File: config.mk
export PLATFORM = sky130hd
export DESIGN_NAME = alt_ddrx_ddr2_rdwr_sched
export DESIGN_NICKNAME = d
export VERILOG_FILES = /design/src/rtl/alt_ddrx_sched_pkg.sv /design/src/rtl/alt_ddrx_sched_down_cnt.sv /design/src/rtl/alt_ddrx_ddr2_rdwr_sched.sv
export SDC_FILE = /design/constraint.sdc
export NUM_CORES = 1
export LEC_CHECK = 0
export BUFFER_PORTS_ARGS = -buffer_cell sky130_fd_sc_hd__buf_2
export CAP_MARGIN = 20
export CORE_UTILIZATION = 40
export DETAILED_ROUTE_END_ITERATION = 10
export MAX_ROUTING_LAYER = met4
export PLACE_DENSITY_LB_ADDON = 0.05
export SYNTH_ARGS = -nofsm -noshare
export SYNTH_HDL_FRONTEND = slang
export SYNTH_SLANG_ARGS = --single-unit
File: constraint.sdc
create_clock -name ctl_clk -period 4.1 [get_ports ctl_clk]
set_input_delay 0.41 -clock ctl_clk [delete_from_list [all_inputs] [get_ports ctl_clk]]
set_output_delay 0.41 -clock ctl_clk [all_outputs]
set_load 0.02 [all_outputs]
File: src/rtl/alt_ddrx_sched_pkg.sv
// Shared definitions for the DDR2 read/write command scheduler.
//
// Contents:
//   sched_dir_e : direction of a command grant (NONE / RD / WR)
//   sched_max   : helper returning the larger of two unsigned values
package alt_ddrx_sched_pkg;

    typedef enum logic [1:0] {
        DIR_NONE = 2'd0,
        DIR_RD   = 2'd1,
        DIR_WR   = 2'd2
    } sched_dir_e;

    function automatic int unsigned sched_max(input int unsigned a, input int unsigned b);
        return (a > b) ? a : b;
    endfunction

endpackage

File: src/rtl/alt_ddrx_sched_down_cnt.sv
// Saturating load/decrement counter used for command spacing.
//
// Ports:
//   ctl_clk   : clock, rising edge
//   ctl_reset : synchronous active-high reset, clears the count
//   load      : load load_val this cycle (wins over decrement)
//   load_val  : value to load
//   cnt       : current count; decrements by one per cycle, holds at 0
module alt_ddrx_sched_down_cnt #(
    parameter int WIDTH = 4
) (
    input  logic             ctl_clk,
    input  logic             ctl_reset,
    input  logic             load,
    input  logic [WIDTH-1:0] load_val,
    output logic [WIDTH-1:0] cnt
);

    localparam logic [WIDTH-1:0] ONE = WIDTH'(1);

    always_ff @(posedge ctl_clk) begin
        if (ctl_reset) begin
            cnt <= '0;
        end else if (load) begin
            cnt <= load_val;
        end else if (cnt != '0) begin
            cnt <= cnt - ONE;
        end
    end

endmodule

File: src/rtl/alt_ddrx_ddr2_rdwr_sched.sv
// DDR2 read/write command scheduler.
//
// Arbitrates between a read and a write requester, enforcing the minimum
// same-direction command spacing (CMD_GAP) and the configurable bus
// turnaround times, with a starvation limit on same-direction streaks.
//
// Ports:
//   ctl_clk       : clock, rising edge
//   ctl_reset     : synchronous active-high reset
//   rd_req/wr_req : requester has a command pending (held until acked)
//   sched_stall   : blocks all grants; timers keep running
//   cfg_rd_to_wr  : minimum read-to-write spacing, ctl_clk cycles (0 = CMD_GAP)
//   cfg_wr_to_rd  : minimum write-to-read spacing, ctl_clk cycles (0 = CMD_GAP)
//   rd_ack/wr_ack : grant this cycle (combinational, at most one)
//   do_read/write : issue strobes to the ODT generator, mirror the acks
//   last_dir      : direction of the most recent grant
//
// last_dir states:
//   DIR_NONE | no grant since reset; either direction needs only gap_cnt==0
//   DIR_RD   | last grant was a read; a write also waits for turn_cnt==0
//   DIR_WR   | last grant was a write; a read also waits for turn_cnt==0
module alt_ddrx_ddr2_rdwr_sched
    import alt_ddrx_sched_pkg::*;
#(
    parameter int DWIDTH_RATIO       = 2,
    parameter int MEMORY_BURSTLENGTH = 8,
    parameter int TURN_BUS_WIDTH     = 4,
    parameter int STARVE_LIMIT       = 4
) (
    input  logic                      ctl_clk,
    input  logic                      ctl_reset,
    input  logic                      rd_req,
    input  logic                      wr_req,
    input  logic                      sched_stall,
    input  logic [TURN_BUS_WIDTH-1:0] cfg_rd_to_wr,
    input  logic [TURN_BUS_WIDTH-1:0] cfg_wr_to_rd,
    output logic                      rd_ack,
    output logic                      wr_ack,
    output logic                      do_read,
    output logic                      do_write,
    output logic [1:0]                last_dir
);

    localparam int CMD_GAP_RAW = MEMORY_BURSTLENGTH / DWIDTH_RATIO;
    localparam int CMD_GAP     = (CMD_GAP_RAW < 1) ? 1 : CMD_GAP_RAW;

    // Counter must hold both the widest cfg value and CMD_GAP.
    localparam int CNT_W = int'(sched_max(TURN_BUS_WIDTH, $clog2(CMD_GAP + 1)));
    localparam int STREAK_W = $clog2(STARVE_LIMIT + 1);

    localparam logic [CNT_W-1:0]    CNT_ONE    = CNT_W'(1);
    localparam logic [CNT_W-1:0]    GAP_W      = CNT_W'(CMD_GAP);
    localparam logic [CNT_W-1:0]    GAP_LOAD   = CNT_W'(CMD_GAP - 1);
    localparam logic [STREAK_W-1:0] STREAK_ONE = STREAK_W'(1);
    localparam logic [STREAK_W-1:0] STREAK_MAX = STREAK_W'(STARVE_LIMIT);

    sched_dir_e          last_dir_q;
    logic [STREAK_W-1:0] streak_q;

    logic [CNT_W-1:0]    gap_cnt;
    logic [CNT_W-1:0]    turn_cnt;
    logic [CNT_W-1:0]    rd_to_wr_ext;
    logic [CNT_W-1:0]    wr_to_rd_ext;
    logic [CNT_W-1:0]    rd_turn_load;
    logic [CNT_W-1:0]    wr_turn_load;
    logic [CNT_W-1:0]    turn_load_val;

    logic gap_done;
    logic turn_done;
    logic rd_elig;
    logic wr_elig;
    logic starved;
    logic grant_rd;
    logic grant_wr;
    logic any_ack;

    // Turnaround reload values. Taking the max against CMD_GAP also makes a
    // cfg value of 0 behave as CMD_GAP.
    assign rd_to_wr_ext = CNT_W'(cfg_rd_to_wr);
    assign wr_to_rd_ext = CNT_W'(cfg_wr_to_rd);
    assign rd_turn_load = ((rd_to_wr_ext > GAP_W) ? rd_to_wr_ext : GAP_W) - CNT_ONE;
    assign wr_turn_load = ((wr_to_rd_ext > GAP_W) ? wr_to_rd_ext : GAP_W) - CNT_ONE;

    assign gap_done  = (gap_cnt == '0);
    assign turn_done = (turn_cnt == '0);

    // Turnaround only matters when switching direction.
    assign rd_elig = gap_done && ((last_dir_q != DIR_WR) || turn_done);
    assign wr_elig = gap_done && ((last_dir_q != DIR_RD) || turn_done);

    // Streak at the limit with the other side waiting: the current direction
    // is held off until the other side has been served.
    assign starved = rd_req && wr_req && (streak_q == STREAK_MAX);

    always_comb begin
        grant_rd = 1'b0;
        grant_wr = 1'b0;
        unique case (last_dir_q)
            DIR_RD: begin
                grant_rd = rd_req && rd_elig && !starved;
                grant_wr = wr_req && wr_elig && !grant_rd;
            end
            DIR_WR: begin
                grant_wr = wr_req && wr_elig && !starved;
                grant_rd = rd_req && rd_elig && !grant_wr;
            end
            default: begin
                grant_rd = rd_req && rd_elig;
                grant_wr = wr_req && wr_elig && !grant_rd;
            end
        endcase
    end

    assign rd_ack   = grant_rd && !sched_stall && !ctl_reset;
    assign wr_ack   = grant_wr && !sched_stall && !ctl_reset;
    assign do_read  = rd_ack;
    assign do_write = wr_ack;
    assign any_ack  = rd_ack || wr_ack;
    assign last_dir = last_dir_q;

    assign turn_load_val = rd_ack ? rd_turn_load : wr_turn_load;

    alt_ddrx_sched_down_cnt #(
        .WIDTH (CNT_W)
    ) u_gap_cnt (
        .ctl_clk   (ctl_clk),
        .ctl_reset (ctl_reset),
        .load      (any_ack),
        .load_val  (GAP_LOAD),
        .cnt       (gap_cnt)
    );

    alt_ddrx_sched_down_cnt #(
        .WIDTH (CNT_W)
    ) u_turn_cnt (
        .ctl_clk   (ctl_clk),
        .ctl_reset (ctl_reset),
        .load      (any_ack),
        .load_val  (turn_load_val),
        .cnt       (turn_cnt)
    );

    always_ff @(posedge ctl_clk) begin
        if (ctl_reset) begin
            last_dir_q <= DIR_NONE;
            streak_q   <= '0;
        end else if (rd_ack) begin
            last_dir_q <= DIR_RD;
            if (last_dir_q != DIR_RD) begin
                streak_q <= STREAK_ONE;
            end else if (streak_q != STREAK_MAX) begin
                streak_q <= streak_q + STREAK_ONE;
            end
        end else if (wr_ack) begin
            last_dir_q <= DIR_WR;
            if (last_dir_q != DIR_WR) begin
                streak_q <= STREAK_ONE;
            end else if (streak_q != STREAK_MAX) begin
                streak_q <= streak_q + STREAK_ONE;
            end
        end
    end

endmodule
==> flow_summary.json <==
{
  "outcome": "completed",
  "synth_top_area_share": 0.2656,
  "ys.flop_type": "dfxtp_1",
  "postCtsSetupRepairBufs": 0,
  "grt_max_degree": 12,
  "synthArstFlopShare": 0,
  "cts.sinks": 13,
  "num_vias": 888,
  "n_antenna_cell": 0,
  "r2r_setup_slack_ns": 1.37,
  "gp_congestion": 0.8543,
  "place_inst": 153,
  "firstDrtPassIters": 4,
  "post_cts_resized": 0,
  "max_freq_ghz": 0.3409,
  "viasPerCell": 5.656,
  "worstPathRequired_ns": 3.69,
  "syn_inst": 113,
  "cts_hold_repair.buffers": 0,
  "fin_crit_ns": 2.933,
  "ys_ff_latch": 13,
  "grt_pass1_wl_mm": 3.477,
  "routedWlPerCell_um": 13.48,
  "clockRootBuffer": "clkbuf_4",
  "r2r_start": "u_gap_cnt.cnt[0]$_SDFFE_PP0P_",
  "setup_viol": 0,
  "skew_ns": 0.001633,
  "fillers": 249,
  "synth_top_family_by_area": "compound AO/OA/AOI/OAI gates",
  "synthMuxAreaShare": 0.05364,
  "drt-total-wl_mm": 2.117,
  "die_width_um": 51.49,
  "hp-class": "in2reg",
  "start_kind": "register",
  "cts_tree": "built",
  "io_pins": 19,
  "postRouteAntennaNets": 0,
  "ys_types": 47,
  "clk_latency_ns": 0.28,
  "synth_fa_ha_area_frac": 0.08940,
  "cpMostUsedCell": "inv_1",
  "reg2reg_to": "u_turn_cnt.cnt[2]$_SDFFE_PP0P_",
  "rows": 17,
  "layoutNonFillerInstCount": 157,
  "holdPathEnd": "u_gap_cnt.cnt[0]$_SDFFE_PP0P_",
  "area_growth_pct": 9.196,
  "dieArea_sq_mm": 0.002651,
  "start_util": 0.4345,
  "synth-edff-count": 0,
  "yosysTopAreaCell": "dfxtp_1",
  "reg2reg_depth": 10,
  "cpMaxStageDelayCell": "or3b_1",
  "cpPeakStageDelay_ns": 0.44,
  "grt_util_all_layers": 0.1843,
  "syn_nets": 133,
  "p_leak_nw": 0.4480,
  "stdcell_area_sq_mm": 0.001070,
  "min_path_cells": 2,
  "crit_chain": "inv_1 -> ha_1 -> or3b_1 -> a2111o_1 -> a211o_1 -> inv_1 -> buf_2",
  "placed_cell_area_sq_mm": 0.001044,
  "crit_path_end_kind": "primary output",
  "ys_seq_area_frac": 0.2656,
  "slew_headroom": 0.4788,
  "htree_levels": 1,
  "synth_area_sq_um": 979.7,
  "synth_compound_area_frac": 0.2324,
  "fin_crit_sh": 0.7154,
  "fin_nets": 150,
  "overflow": 0,
  "finalMaxSlewViolations": 0,
  "synth-simple-area-share": 0.2107,
  "port_buffers": 18,
  "hold_violations": 0,
  "tightest_slew_ns": 0.7818,
  "setup_tns_ns": 0,
  "drc": 0,
  "dp_hpwl_mm": 1.669,
  "antenna_found_initial": 0,
  "peakVddDrop_uv": 210.4,
  "grt_pass1_vias": 845,
  "synth_area_leaders": "dfxtp_1, ha_1, inv_1",
  "clockBufferDepth": 2,
  "synth-xor-area-share": 0.03576,
  "synth.avg_cell_area_sq_um": 8.670,
  "max_cap_violations": 0,
  "drtIter0Drc": 10,
  "rsz0062_at_grt": "false",
  "yosys-top-cells-count": "dfxtp_1, inv_1, nor2_1",
  "synth_warnings": 0,
  "drive_above_1_share": 0.2326,
  "power_mw": 0.5496,
  "core-area_sq_mm": 0.002255,
  "worstHoldStart": "ctl_reset",
  "p_per_area_mw_per_mm2": 513.8,
  "path_clk_slew_ns": 0.08,
  "die_h_um": 51.49,
  "worstPathArrival_ns": 2.52,
  "cts_inserted_buffers": 3,
  "crit_fanout": 10,
  "critical_path_class": "reg2out"
}
power by group:
part           total [mW]  internal, mW  switching (mW)  leakage [nW]
clock network      0.0826        0.0378          0.0448        0.0150
registers           0.183         0.160          0.0229         0.107
logic               0.284         0.126           0.158         0.326
stage by stage:
stage / setup slack, ns / utilization / hold slack (ns)
final: 1.167 / 0.4745 / 0.4327
after global routing: 0.9663 / 0.4745 / 0.4231
after CTS: 1.172 / 0.4745 / 0.4201
after detailed placement: 1.433 / 0.4628 / 0.4869
after global placement: 1.497 / 0.4628 / 0.4821
after floorplan: 1.496 / - / 0.4608
worst max path at each step:
| stage | end | depth (start not counted) | start |
|---|---|---|---|
| detailed placement | u_turn_cnt.cnt[2]$_SDFFE_PP0P_ | 10 | u_gap_cnt.cnt[0]$_SDFFE_PP0P_ |
| CTS | rd_ack | 7 | u_gap_cnt.cnt[0]$_SDFFE_PP0P_ |
| floorplan | rd_ack | 9 | u_gap_cnt.cnt[0]$_SDFFE_PP0P_ |
| global placement | u_turn_cnt.cnt[2]$_SDFFE_PP0P_ | 10 | u_gap_cnt.cnt[0]$_SDFFE_PP0P_ |
| global route | do_read | 7 | u_gap_cnt.cnt[0]$_SDFFE_PP0P_ |
| finish | rd_ack | 7 | u_gap_cnt.cnt[0]$_SDFFE_PP0P_ |
metal layers:
layer,vias to the layer above,part of all wire,routed length [um],GRT usage
met5,-,0,0,-
met4,0,0.027,57,0.1081
met3,9,0.028,59,0.04678
met2,18,0.48,1019,0.2965
met1,423,0.46,981,0.2061
li1,438,-,-,-
cell type report:
cell class                      instances  area [sq um]  area share
Multi-Input combinational cell         81         609.3      0.5696
Sequential cell                        13         260.3      0.2433
Timing Repair Buffer                   18         90.09     0.08421
Inverter                               13         48.80     0.04561
Tap cell                               28         35.03     0.03275
Clock buffer                            4         26.28     0.02456
kinds of logic after synthesis:
logic type | count (synthesis)
mux | 4
buf+inv | 19
flops | 13
compound gates | 33
simple gates | 33
xor+xnor | 4
fa+ha+maj | 7
cell usage in the layout, fill, tap and decap left out, types with 2 or more instances in the layout:
master,count
buf_2,18
inv_1,13
dfxtp_1,13
nor2_1,9
o21ai_0,7
a21oi_1,7
ha_1,7
mux2i_1,3
nor3_1,3
nand2b_1,3
nand3_1,3
xnor2_1,3
clkbuf_4,3
nand2_1,2
a211oi_1,2
o21ai_1,2
or3_1,2
worst max-delay path, delay by kind of cell, from the launching register on:
family	cells	cell delay (ns)
DFF	1	0.32
and+or+nand+nor	1	0.44
adders and majority gates	1	0.19
AOI/OAI and AO/OA	2	0.88
buffers and inverters	3	0.42
sequential cells by signal, summed over array words and instances (netlist names):
name	cells
u_gap_cnt.cnt	4
last_dir	2
streak_q	3
u_turn_cnt.cnt	4
(Power assumes the default switching activity.)
